File: config.mk
export PLATFORM = sky130hd
export DESIGN_NAME = rr_onehot_grant_arbiter
export DESIGN_NICKNAME = d
export VERILOG_FILES = /design/src/rtl/rr_onehot_grant_arbiter.sv
export SDC_FILE = /design/constraint.sdc
export NUM_CORES = 1
export LEC_CHECK = 0
export ABC_AREA = 1
export BUFFER_PORTS_ARGS = -buffer_cell sky130_fd_sc_hd__buf_2
export CAP_MARGIN = 40
export CORE_UTILIZATION = 41
export DETAILED_ROUTE_END_ITERATION = 16
export PLACE_DENSITY = 0.72
export SLEW_MARGIN = 20
export SYNTH_ARGS = -nofsm -noshare
export SYNTH_HDL_FRONTEND = slang
export SYNTH_SLANG_ARGS = --single-unit
File: constraint.sdc
create_clock -name clk -period 1.38 [get_ports clk]
set_clock_uncertainty 0.15 [all_clocks]
set_input_delay 0.276 -clock clk [delete_from_list [all_inputs] [get_ports clk]]
set_output_delay 0.276 -clock clk [all_outputs]
set_load 0.03 [all_outputs]
File: src/rtl/rr_onehot_grant_arbiter.sv
`default_nettype none
// ============================================================================
// Module   : rr_onehot_grant_arbiter
// Brief    : Round-robin arbiter with packet lock; registered one-hot grant.
// Revision : 1.0 - initial release
// ============================================================================
module rr_onehot_grant_arbiter #(
    parameter int N = 4
) (
    input  logic         clk,
    input  logic         reset,
    input  logic [N-1:0] io_in_valid,
    input  logic [N-1:0] io_in_last,
    output logic [N-1:0] io_in_ready,
    output logic         io_out_valid,
    input  logic         io_out_ready,
    output logic         io_out_last,
    output logic [N-1:0] io_out_grant_oh
);

    typedef enum logic [0:0] {
        ST_IDLE = 1'b0,
        ST_BUSY = 1'b1
    } state_t;

    localparam logic [N-1:0] c_one     = {{(N-1){1'b0}}, 1'b1};
    localparam logic [N-1:0] c_ptr_rst = {1'b1, {(N-1){1'b0}}};

    state_t       r_state;
    state_t       w_state_nxt;
    logic [N-1:0] r_grant_oh;
    logic [N-1:0] w_grant_nxt;
    logic [N-1:0] r_ptr_oh;
    logic [N-1:0] w_ptr_nxt;

    logic [N-1:0] w_hi_mask;
    logic [N-1:0] w_req_hi;
    logic [N-1:0] w_pick_hi;
    logic [N-1:0] w_pick_all;
    logic [N-1:0] w_winner_oh;
    logic         w_xfer_last;

    // Requests strictly above the last winner take priority; otherwise wrap to
    // the lowest valid index. x & -x isolates the lowest set bit.
    assign w_hi_mask   = ~((r_ptr_oh << 1) - c_one);
    assign w_req_hi    = io_in_valid & w_hi_mask;
    assign w_pick_hi   = w_req_hi & (~w_req_hi + c_one);
    assign w_pick_all  = io_in_valid & (~io_in_valid + c_one);
    assign w_winner_oh = (|w_req_hi) ? w_pick_hi : w_pick_all;

    // Grant is all-zero while idle, so these collapse to zero outside BUSY.
    assign io_out_valid    = |(io_in_valid & r_grant_oh);
    assign io_out_last     = |(io_in_valid & io_in_last & r_grant_oh);
    assign io_in_ready     = r_grant_oh & {N{io_out_ready}};
    assign io_out_grant_oh = r_grant_oh;
    assign w_xfer_last     = io_out_last & io_out_ready;

    always_ff @(posedge clk or posedge reset) begin
        if (reset) begin
            r_state    <= ST_IDLE;
            r_grant_oh <= '0;
            r_ptr_oh   <= c_ptr_rst;
        end else begin
            r_state    <= w_state_nxt;
            r_grant_oh <= w_grant_nxt;
            r_ptr_oh   <= w_ptr_nxt;
        end
    end

    always_comb begin
        w_state_nxt = r_state;
        w_grant_nxt = r_grant_oh;
        w_ptr_nxt   = r_ptr_oh;
        case (r_state)
            ST_IDLE: begin
                if (|io_in_valid) begin
                    w_state_nxt = ST_BUSY;
                    w_grant_nxt = w_winner_oh;
                end
            end
            ST_BUSY: begin
                // Lock holds until the granted requester's last beat is accepted.
                if (w_xfer_last) begin
                    w_state_nxt = ST_IDLE;
                    w_grant_nxt = '0;
                    w_ptr_nxt   = r_grant_oh;
                end
            end
            default: begin
                w_state_nxt = ST_IDLE;
                w_grant_nxt = '0;
            end
        endcase
    end

    a_grant_onehot0: assert property (@(posedge clk) disable iff (reset) $onehot0(r_grant_oh));

endmodule
`default_nettype wire

## Yosys cells after proc, flatten, opt, wreduce, memory -nomap -nowiden

Index checks and enable logic that the tools add are counted.

- Bits in registers: 8
- Bits of input ports: 11
- Output and inout bits: 10

- Add/sub/neg operators: 3
- Eq/ne operators: 2
- Mux-type cells: 7
- Bitwise logic cells: 12
- Reductions and logical operators: 6

Operators with widths:

| cell | count |
|---|---|
| bitwise AND 4 bit | 7 |
| OR reduction 4 bit | 4 |
| 2-to-1 mux 4 bit | 3 |
| NOT 4 bit | 3 |
| adder 4 x 1 -> 4 bit (second input constant) | 2 |
| case mux 4 bit (2 select lines) | 1 |
| AND reduction 2 bit | 2 |
| subtractor 4 x 1 -> 4 bit (second input constant) | 1 |
| 2-to-1 mux 1 bit | 2 |
| inequality test 2 x 1 -> 1 bit (second input constant) | 1 |
| inequality test 2 bit (second input constant) | 1 |
| case mux 1 bit (2 select lines) | 1 |
| bitwise AND 1 bit | 1 |
| NOT 1 bit | 1 |

## Logic depth before layout (Yosys ltp)

- Depth after elaboration: 9
- Gate-level depth with buffers: 9
- Depth with buffers taken out: 9

## Worst setup path after synthesis

No wires, ideal clock.

- Kind: register to output
- Start point: reg r_grant_oh[1] (netlist: io_out_grant_oh[1])
- End point: out io_out_valid
- Arrival time: 1.198 ns
- Setup slack: -0.244 ns
- Cell stages (with the launch flop): 3
- Cell sequence: dfrtp_1 inv_1 o2111ai_1

- Cells in the longest elaborated chain, start to end: 2

RTL lines:

| item | RTL line | text |
|---|---|---|
| from (decl) | 31 | `logic [N-1:0] r_grant_oh;` |
| from (signal assigned) | 65 | `r_grant_oh <= w_grant_nxt;` |
| bitwise AND 4 bit | 52 | `assign io_out_valid = \|(io_in_valid & r_grant_oh);` |
| OR reduction 4 bit | 52 |  |
| to (decl) | 15 | `output logic io_out_valid,` |

No other way between the ends.

## Worst setup path in the final report

- Start point: reg r_grant_oh[1] (netlist: io_out_grant_oh[1])
- End point: out io_out_last

- Cells in the longest elaborated chain, start to end: 2

RTL lines:

| item | RTL line | text |
|---|---|---|
| bitwise AND 4 bit | 53 | `assign io_out_last = \|(io_in_valid & io_in_last & r_grant_oh);` |
| OR reduction 4 bit | 53 |  |
| to (decl) | 17 | `output logic io_out_last,` |

No other way between the ends.

==> out/qor.txt <==
Final Power: 0.00234 W
Die Span X: 38.5 um
number of vias per cell: 5.89
gr usage total: 33.9%
Synth Area per Inst: 6.65 um^2
critical path required time: 0.95 ns
CTS root buf: clkbuf_4
Max Cap Violations: 0
CP arrival: 1.20 ns
DP Worst Slack: -0.00420 ns
Worst-Skew Late Latency: 0.27 ns
Fmax: 616 MHz
Startpoint Class: flip-flop
clock sink count: 8
Layout fillers: 61
vias in the first global route: 713
GP Congestion: 0.818
Finish-stage setup viols: 15
WS Path Type: reg -> out
Worst Hold Margin: 0.175 ns
synthesized cell area: 546 um^2
worst-margin pin slew: 0.357 ns
PwrDens: 2260 nW/um^2
row count: 12
starting DRC count in detailed routing: 34
# port buffers: 20
cells after synthesis: 82
crit share post-route: 118%
global-route wire length before repair: 3270 um
initial core utilization: 46.6%
failing checks: negative setup slack
drt wl/cell: 18.3 um
Yosys reg bits: 8
Syn. warnings: 0
HP Class: in -> reg
Hold Fails Final Rpt: 0
Cell Count Post-Placement: 121
final worst slack: -0.243 ns
CTS tree: yes
Peak supply drop: 0.00143 V
final wirelength: 2490 um
floorplan die height: 38.5 um
Worst-path clk slew: 0.07 ns
RSZ-0062 raised after global routing: true
CTS Buf Count: 3
Lkg Pwr: 0.551 nW
outcome: finished with violations
core area: 1170 um^2
CP Max Fanout: 3
via count: 801
DR pass1 iterations: 4
min cycle time layout: 1.62 ns
Finished Layout Cells: 136
H-tree lvl count: 1
full die area: 1480 um^2
Antenna Nets Post-Route: 0
I/O pin cnt: 21
Final HPWL DP: 1110 um
share of layout cells above drive strength 1: 66.4%
fin. max-slew vios: 0
clk buf depth: 2
Yosys cell types: 17
syn nets: 94
total global routing overflow: 0
Finished Core Util: 88.5%
Area growth, synth to finish: 89.9%
Final nets: 135
post-synthesis sequential area ratio: 36.7%
ant diodes: 0
DR DRC count: 0
Setup crit end kind: primary output
pin count of the biggest net entering global routing: 9
Slew HR: 76.2%
initial antenna violation count: 0
state kept, by name, indices dropped and copies added (netlist names):
signal,cells
io_out_grant_oh,4
r_state,1
r_ptr_oh,3
through the flow:
| step | TNS, ns | cell area (um^2) |
|---|---|---|
| floorplan | 0 | 568 |
| global placement | 0 | 723 |
| detailed placement | -0.00420 | 723 |
| CTS | -0.943 | 903 |
| global route | -1.73 | 1040 |
| finish | -1.21 | 1040 |
what timing repair did:
item	4_1_cts	5_1_grt
hold buffers	1	0
gates resized for setup	31	30
endpoints found under the hold margin	8	0
setup buffers	6	6
setup endpoints to repair	10	17
pin swaps	3	10
area by class of cell:
cell class	instances	area (um^2)	share of cell area (%)
Tap cell	14	17.5	1.69
Timing Repair Buffer	36	297	28.6
Multi-Input combinational cell	59	432	41.7
Clock buffer	4	26.3	2.54
Inverter	15	58.8	5.68
Sequential cell	8	205	19.8
where the power goes:
group / total [W] / internal, W / switching [W]
clock: 0.000227 / 0.000112 / 0.000115
sequential: 0.000461 / 0.000338 / 0.000123
combinational: 0.00165 / 0.000741 / 0.000911
total: 0.00234 / 0.00119 / 0.00115
cell families after synthesis:
family / after synthesis / share of synthesized area (%)
and+or+nand+nor: 52 / 43.8
DFF: 8 / 36.7
AOI/OAI and AO/OA: 6 / 6.88
adders and majority gates: 1 / 2.29
buffers and inverters: 15 / 10.3
worst max-delay path, cell delays in order (launching register included):
cell and delay (ns):
dfrtp_2 0.44, nand3_2 0.08, nand2_2 0.08, nor2_4 0.13, inv_2 0.06, buf_6 0.13
final timing paths:
path	cells after the start	slack, ns	end	start
worst max-delay path	5	-0.24	io_out_last	io_out_grant_oh[1]
worst min-delay path	3	0.17	io_out_grant_oh[0]	io_in_valid[0]
worst max register to register	6	-0.07	r_ptr_oh[1]	io_out_grant_oh[1]
worst min register to register	2	0.47	r_ptr_oh[2]	r_ptr_oh[2]
max in group asynchronous	3	0.44	io_out_grant_oh[2]	reset
min in group asynchronous	3	0.36	r_ptr_oh[0]	reset
routing by layer:
layer / vias up / wire [um] / GRT usage [%]
met1: 377 / 864 / 32.7
met4: 0 / 153 / 27.6
li1: 343 / - / -
met2: 59 / 1280 / 60.2
met5: - / 0 / 0
met3: 22 / 191 / 8.14
placed cells by master, fill, tap and decap left out, types with 2 or more instances in the layout:
| cell | count |
|---|---|
| nand2_4 | 3 |
| nand3_2 | 11 |
| nor2_1 | 6 |
| clkbuf_4 | 3 |
| buf_6 | 13 |
| dfrtp_1 | 4 |
| o21ai_2 | 2 |
| dfrtp_2 | 4 |
| nand2_2 | 10 |
| nand3_1 | 3 |
| inv_1 | 7 |
| nand2_1 | 15 |
| nor2_4 | 2 |
| buf_2 | 10 |
| buf_4 | 12 |
| inv_2 | 7 |
synthesized netlist by cell type:
master	number	area share, %
nand2_1	26	18
inv_1	15	10
nand3_1	13	12
dfrtp_1	8	37
nor2_1	6	4.1
nand2_2	2	2.3
o21ai_1	2	1.8
a21oi_1	1	0.92
ha_1	1	2.3
nand3_2	1	1.8
nand3b_1	1	1.4
nand4_1	1	1.1
nor2_2	1	1.1
nor2_4	1	2.1
o2111ai_1	1	1.6
o21ai_0	1	0.92
o21ai_2	1	1.6
No activity file was read; power rests on OpenSTA's default activity.
